==> src/rtl/branch_resolve_pkg.sv <==
// -----------------------------------------------------------------------------
// rv32i_types: shared types for the execute-stage branch resolution unit.
//   bp_state_t : resolution FSM states (BP_RUN, BP_REDIRECT)
//   bht_ctr_t  : 2-bit saturating branch history counter
//   BHT_INIT   : counter reset value (weakly not-taken)
//   bht_next() : saturating counter update
// -----------------------------------------------------------------------------
package rv32i_types;

    typedef enum logic {
        BP_RUN      = 1'b0,
        BP_REDIRECT = 1'b1
    } bp_state_t;

    typedef logic [1:0] bht_ctr_t;

    localparam bht_ctr_t BHT_INIT = 2'b01;

    // Move toward 2'b11 on taken, toward 2'b00 on not-taken, sticking at the ends.
    function automatic bht_ctr_t bht_next(input bht_ctr_t cur, input logic taken);
        bht_ctr_t nxt;
        nxt = cur;
        if (taken) begin
            if (cur != 2'b11) nxt = cur + 2'b01;
        end else begin
            if (cur != 2'b00) nxt = cur - 2'b01;
        end
        return nxt;
    endfunction

endpackage

==> src/rtl/branch_resolve_bht.sv <==
// -----------------------------------------------------------------------------
// branch_bht: bimodal branch history table of 2^IDX_W 2-bit counters.
// Ports:
//   clk, rst          clock, synchronous active-high reset (all entries -> BHT_INIT)
//   rd_idx_i          combinational lookup index
//   rd_taken_o        MSB of the looked-up counter (predict taken)
//   we_i              update strobe
//   wr_idx_i          index of the entry to update
//   wr_taken_i        resolved direction used for the update
// A read of the entry being written returns the pre-update value.
// -----------------------------------------------------------------------------
module branch_bht
    import rv32i_types::*;
#(
    parameter int IDX_W = 6
) (
    input  logic             clk,
    input  logic             rst,
    input  logic [IDX_W-1:0] rd_idx_i,
    output logic             rd_taken_o,
    input  logic             we_i,
    input  logic [IDX_W-1:0] wr_idx_i,
    input  logic             wr_taken_i
);

    localparam int ENTRIES = 1 << IDX_W;

    bht_ctr_t ctr_q [ENTRIES];

    always_ff @(posedge clk) begin
        if (rst) begin
            for (int i = 0; i < ENTRIES; i++) begin
                ctr_q[i] <= BHT_INIT;
            end
        end else if (we_i) begin
            ctr_q[wr_idx_i] <= bht_next(ctr_q[wr_idx_i], wr_taken_i);
        end
    end

    assign rd_taken_o = ctr_q[rd_idx_i][1];

endmodule

==> src/rtl/branch_resolve.sv <==
// -----------------------------------------------------------------------------
// branch_resolve: execute-stage branch resolution and fetch redirect unit.
// Detects mispredicted conditional branches, issues a registered redirect to
// fetch with a ready/valid handshake, flushes younger stages while the
// redirect is pending, and counts resolved / mispredicted branches.
//
// Build option: BRANCH_BHT_EN
//   defined   : a bimodal BHT (branch_bht) provides if_pred_taken
//   undefined : no BHT storage, if_pred_taken is constant 0 (static not-taken)
//
// Ports:
//   clk, rst           clock, synchronous active-high reset
//   if_pc              fetch PC for prediction lookup
//   if_pred_taken      combinational prediction for if_pc
//   ex_valid/ex_is_br  EX holds a valid conditional branch
//   ex_br_en           comparator result (taken)
//   ex_pc/ex_target    branch PC and taken target
//   ex_pred_taken      prediction fetch made for this branch
//   ex_stall           EX held this cycle, nothing resolves
//   redir_valid/redir_pc/redir_ready  redirect handshake to fetch
//   flush              kill IF/ID and ID/EX
//   branch_cnt/mispred_cnt  event counters (wrap at 2^32)
// -----------------------------------------------------------------------------
module branch_resolve
    import rv32i_types::*;
#(
    parameter int BHT_IDX_W = 6
) (
    input  logic        clk,
    input  logic        rst,
    input  logic [31:0] if_pc,
    output logic        if_pred_taken,
    input  logic        ex_valid,
    input  logic        ex_is_br,
    input  logic        ex_br_en,
    input  logic [31:0] ex_pc,
    input  logic [31:0] ex_target,
    input  logic        ex_pred_taken,
    input  logic        ex_stall,
    output logic        redir_valid,
    output logic [31:0] redir_pc,
    input  logic        redir_ready,
    output logic        flush,
    output logic [31:0] branch_cnt,
    output logic [31:0] mispred_cnt
);

    bp_state_t   state_q, state_d;
    logic [31:0] redir_pc_q, redir_pc_d;
    logic [31:0] branch_cnt_q, mispred_cnt_q;

    logic        resolve;
    logic        mispredict;
    logic [31:0] correct_pc;

    // Resolution is only possible in RUN; while a redirect is pending the
    // EX contents are about to be flushed and must not train or count.
    assign resolve    = ex_valid & ex_is_br & ~ex_stall & (state_q == BP_RUN);
    assign mispredict = resolve & (ex_br_en != ex_pred_taken);
    assign correct_pc = ex_br_en ? ex_target : (ex_pc + 32'd4);

    always_comb begin
        state_d    = state_q;
        redir_pc_d = redir_pc_q;
        unique case (state_q)
            BP_RUN: begin
                if (mispredict) begin
                    state_d    = BP_REDIRECT;
                    redir_pc_d = correct_pc;
                end
            end
            BP_REDIRECT: begin
                if (redir_ready) state_d = BP_RUN;
            end
            default: state_d = BP_RUN;
        endcase
    end

    always_ff @(posedge clk) begin
        if (rst) begin
            state_q       <= BP_RUN;
            redir_pc_q    <= 32'd0;
            branch_cnt_q  <= 32'd0;
            mispred_cnt_q <= 32'd0;
        end else begin
            state_q    <= state_d;
            redir_pc_q <= redir_pc_d;
            if (resolve)    branch_cnt_q  <= branch_cnt_q + 32'd1;
            if (mispredict) mispred_cnt_q <= mispred_cnt_q + 32'd1;
        end
    end

    assign redir_valid = (state_q == BP_REDIRECT);
    assign flush       = (state_q == BP_REDIRECT);
    assign redir_pc    = redir_pc_q;
    assign branch_cnt  = branch_cnt_q;
    assign mispred_cnt = mispred_cnt_q;

`ifdef BRANCH_BHT_EN
    // Only the word-index bits of the fetch PC address the table.
    logic unused_if_pc_bits;
    assign unused_if_pc_bits = ^{if_pc[31:BHT_IDX_W+2], if_pc[1:0]};

    branch_bht #(
        .IDX_W (BHT_IDX_W)
    ) u_bht (
        .clk        (clk),
        .rst        (rst),
        .rd_idx_i   (if_pc[BHT_IDX_W+1:2]),
        .rd_taken_o (if_pred_taken),
        .we_i       (resolve),
        .wr_idx_i   (ex_pc[BHT_IDX_W+1:2]),
        .wr_taken_i (ex_br_en)
    );
`else
    // Static not-taken: no history, fetch PC and table size are irrelevant.
    logic unused_if_pc_bits;
    assign unused_if_pc_bits = ^{if_pc, (BHT_IDX_W > 0)};
    assign if_pred_taken     = 1'b0;
`endif

endmodule

==> config.mk <==
export PLATFORM = sky130hd
export DESIGN_NAME = branch_resolve
export DESIGN_NICKNAME = d
export VERILOG_FILES = /design/src/rtl/branch_resolve_pkg.sv /design/src/rtl/branch_resolve_bht.sv /design/src/rtl/branch_resolve.sv
export SDC_FILE = /design/constraint.sdc
export NUM_CORES = 1
export LEC_CHECK = 0
export BUFFER_PORTS_ARGS = -buffer_cell sky130_fd_sc_hd__clkbuf_2
export CAP_MARGIN = 5
export CORE_AREA = 2 2 114 160
export CTS_CLUSTER_DIAMETER = 100
export CTS_CLUSTER_SIZE = 20
export DETAILED_ROUTE_END_ITERATION = 8
export DIE_AREA = 0 0 116 162
export GPL_TIMING_DRIVEN = 0
export PLACE_DENSITY = 0.54
export SYNTH_ARGS = -nofsm -noshare
export SYNTH_HDL_FRONTEND = slang
export SYNTH_SLANG_ARGS = --single-unit
==> constraint.sdc <==
create_clock -name clk -period 1.8 [get_ports clk]
set_input_delay 0.36 -clock clk [delete_from_list [all_inputs] [get_ports clk]]
set_output_delay 0.36 -clock clk [all_outputs]
set_load 0.01 [all_outputs]
==> flow_summary.toml <==
[layout]
syn_to_final_growth_pct = 35.15
fin_util_pct = 39.84
insertedDiodeCount = 0
fillCellCount = 1870
layout-drive-gt1-share_pct = 34.99
design_area_um2 = 6875
fin_nets = 889

[clocking]
htreeDepth = 3
cts_tree = "yes"
cts_root_buf = "clkbuf_16"
holdBufCountCts = 0
clk_latency_ns = 0.35
cts.sink_count = 97
numCtsBuffers = 9
cts.clk_slew.worst_paths_ns = 0.07
clock_path_buffers = 2

[synth]
ys_types = 49
ys_ff_latch = 97
yosys-top-cells-count = "dfxtp_1 (97), nor2_1 (65), xnor2_1 (44)"
synth_area_per_cell_um2 = 8.522
yosysMostFrequentCell = "dfxtp_1"
yosysWarnings = 0
ys_seq_area_share_pct = 38.17
syn-cell-area_um2 = 5087
netlist_instances = 597
synth-main-ff-cell = "dfxtp_1"
synth_top_cell_area_share_pct = 38.17
synth.area.top_cells = "dfxtp_1 (38%), xnor2_1 (7.6%), xor2_1 (5.9%), nor2_1 (4.8%), nand3_1 (3.6%)"
syn_nets = 704
synthArstFlopShare_pct = 0
synth_edf_count = 0
synth_top_area_cell = "dfxtp_1"

[worst_setup_path]
arrival_ns = 1.95
r2r_cells = 6
start_kind = "register"
critical_path.max_fanout = 10
critPathCaptureType = "register"
crit_type = "reg2reg"
required_ns = 2.01

[route]
vias_per_cell = 4.866
wirelength_mm = 16.07
wl_per_cell_um = 15.72
route.detailed.drc = 0
ant_nets = 0
drtPass1Iterations = 4
first_iter_violations = 134
vias = 4973

[die]
rows = 57
fp.dieArea_um2 = 18790
die_x_um = 116
ioPinCount = 203
design.core.area_um2 = 17260
die-height_um = 162
initial_core_util_pct = 29.48

[timing]
timing.fmax_ghz = 0.5749
rsz0062_at_grt = "true"
fin_tns_setup_ns = 0
maxSlewHeadroom_pct = 55.08
period_minus_slack_ns = 1.739
period_share_pct = 96.63
setup_viol = 0
tightest_slew_ns = 0.6738
hold_viol_final = 0
slew_viol_final = 0
fin_skew_ns = 0.004289

[place]
place_area_um2 = 6223
dp_hpwl_mm = 12.12
io_buffers = 168
gpl.final_weighted_congestion = 0.8484

[flow_run]
cap_viol_max_count = 0

[power]
power.total_mw = 4.493
p_int_mw = 3.398
combPwrFrac_pct = 8.7
power_density_nw_per_um2 = 653.6
pwr-share-seq_pct = 48.6
ir_worst_vdd_v = 0.0003545
switching_power_mw = 1.095
switching_share_pct = 24.38
p_leak_nw = 2.844
pwr-share-clk_pct = 42.7

[grt]
grt.total_usage_pct = 16.86
grt_max_degree = 15
grt_first_pass_wirelength_mm = 24.53
antenna_found_initial = 0
grt_overflow = 0
grt_pass1_vias = 4753

[min_path]
whs_path_depth = 3
hp-class = "in2reg"

[outcome]
status = "complete, no violations"
## metal layers
metal / wire length [um] / global-route usage (%) / up-vias / share of wire (%)
met5: 0 / 0 / - / 0
met4: 261 / 6.061 / 0 / 1.6
met3: 680 / 3.172 / 16 / 4.2
met2: 8406 / 30.41 / 134 / 52
met1: 6723 / 19.56 / 2346 / 42
li1: - / - / 2477 / -
## critical path: stages, from the launching register on
cell and delay [ns]:
dfxtp_2 0.32, and4bb_4 0.45, buf_12 0.17, nand3_4 0.16
nor4_2 0.28, a21o_1 0.16, a21oi_1 0.05
## flip-flops by register name, summed over array words and instances, names as in the netlist
signal       flops
branch_cnt      32
flush            1
mispred_cnt     32
redir_pc        32
## timing repair
action	4_1_cts	5_1_grt
setup endpoints to repair	37	54
hold endpoints to repair	0	0
buffers inserted	0	7
cloned	1	0
pin swaps	2	11
gates resized for setup	19	63
## logic make-up after synthesis
family | count (synthesis) | synth area share (%)
buf+inv | 51 | 4.771
compound gates | 84 | 9.494
fa+ha+maj | 3 | 0.7379
other cells | 1 | 0.07371
simple gates | 275 | 31.60
mux | 7 | 1.402
xor+xnor | 79 | 13.75
flops | 97 | 38.17
## power groups by stage
| stage | Clock (mW) | Combinational, mW | Sequential (mW) |
|---|---|---|---|
| 6_report | 1.92 | 0.392 | 2.18 |
| 5_1_grt | 2.06 | 0.431 | 2.19 |
| 3_3_place_gp | 0 | 0.376 | 2.23 |
| 2_1_floorplan | 0 | 0.167 | 2.24 |
| 3_5_place_dp | 0 | 0.375 | 2.23 |
| 4_1_cts | 1.98 | 0.383 | 2.18 |
## cells in the final DEF, fill, tap and decap left out, types with 6 or more instances in the layout
cell,synthesis,routed
nor4_2,13,10
clkbuf_1,16,17
o21ai_0,15,15
dfxtp_2,0,16
nor3_2,0,7
o22ai_1,16,14
xor2_1,34,34
nor2_1,65,65
inv_1,14,14
a21oi_1,36,36
or3_1,10,9
xnor2_1,44,44
nand2_1,39,38
clkbuf_2,1,169
clkbuf_16,0,9
dfxtp_1,97,81
nor4_4,2,10
mux2i_1,6,6
nand3_1,37,36
nand4_1,17,17
buf_4,3,13
and3_1,26,24
nor3_1,20,13
nor4_1,11,6
## final timing paths
path | end | from | slack, ns
setup / recovery | mispred_cnt[31] | flush | 0.06
hold / removal | flush | redir_ready | 0.27
setup reg to reg | mispred_cnt[31] | flush | 0.06
hold reg to reg | redir_pc[11] | redir_pc[11] | 0.45
## through the flow
stage | instances | setup slack (ns) | hold slack (ns)
finish | 1022 | 0.06061 | 0.2677
global route | 1022 | -0.02549 | 0.2654
CTS | 1017 | -0.02799 | 0.2658
detailed placement | 1001 | -0.3829 | 0.4491
global placement | 1001 | -0.3841 | 0.4420
floorplan | 597 | 0.09427 | 0.4762
## layout make-up
type / instances / area (um^2) / share of cell area, %
inverter: 15 / 56.30 / 0.8189
tap: 236 / 295.3 / 4.295
buffer: 34 / 239.0 / 3.476
clock inverter: 3 / 42.54 / 0.6187
timing repair buffer: 175 / 893.4 / 12.99
multi-input combinational: 450 / 3151 / 45.82
sequential: 97 / 1962 / 28.54
clock buffer: 12 / 236.5 / 3.439
No activity file was read; power rests on OpenSTA's default activity.
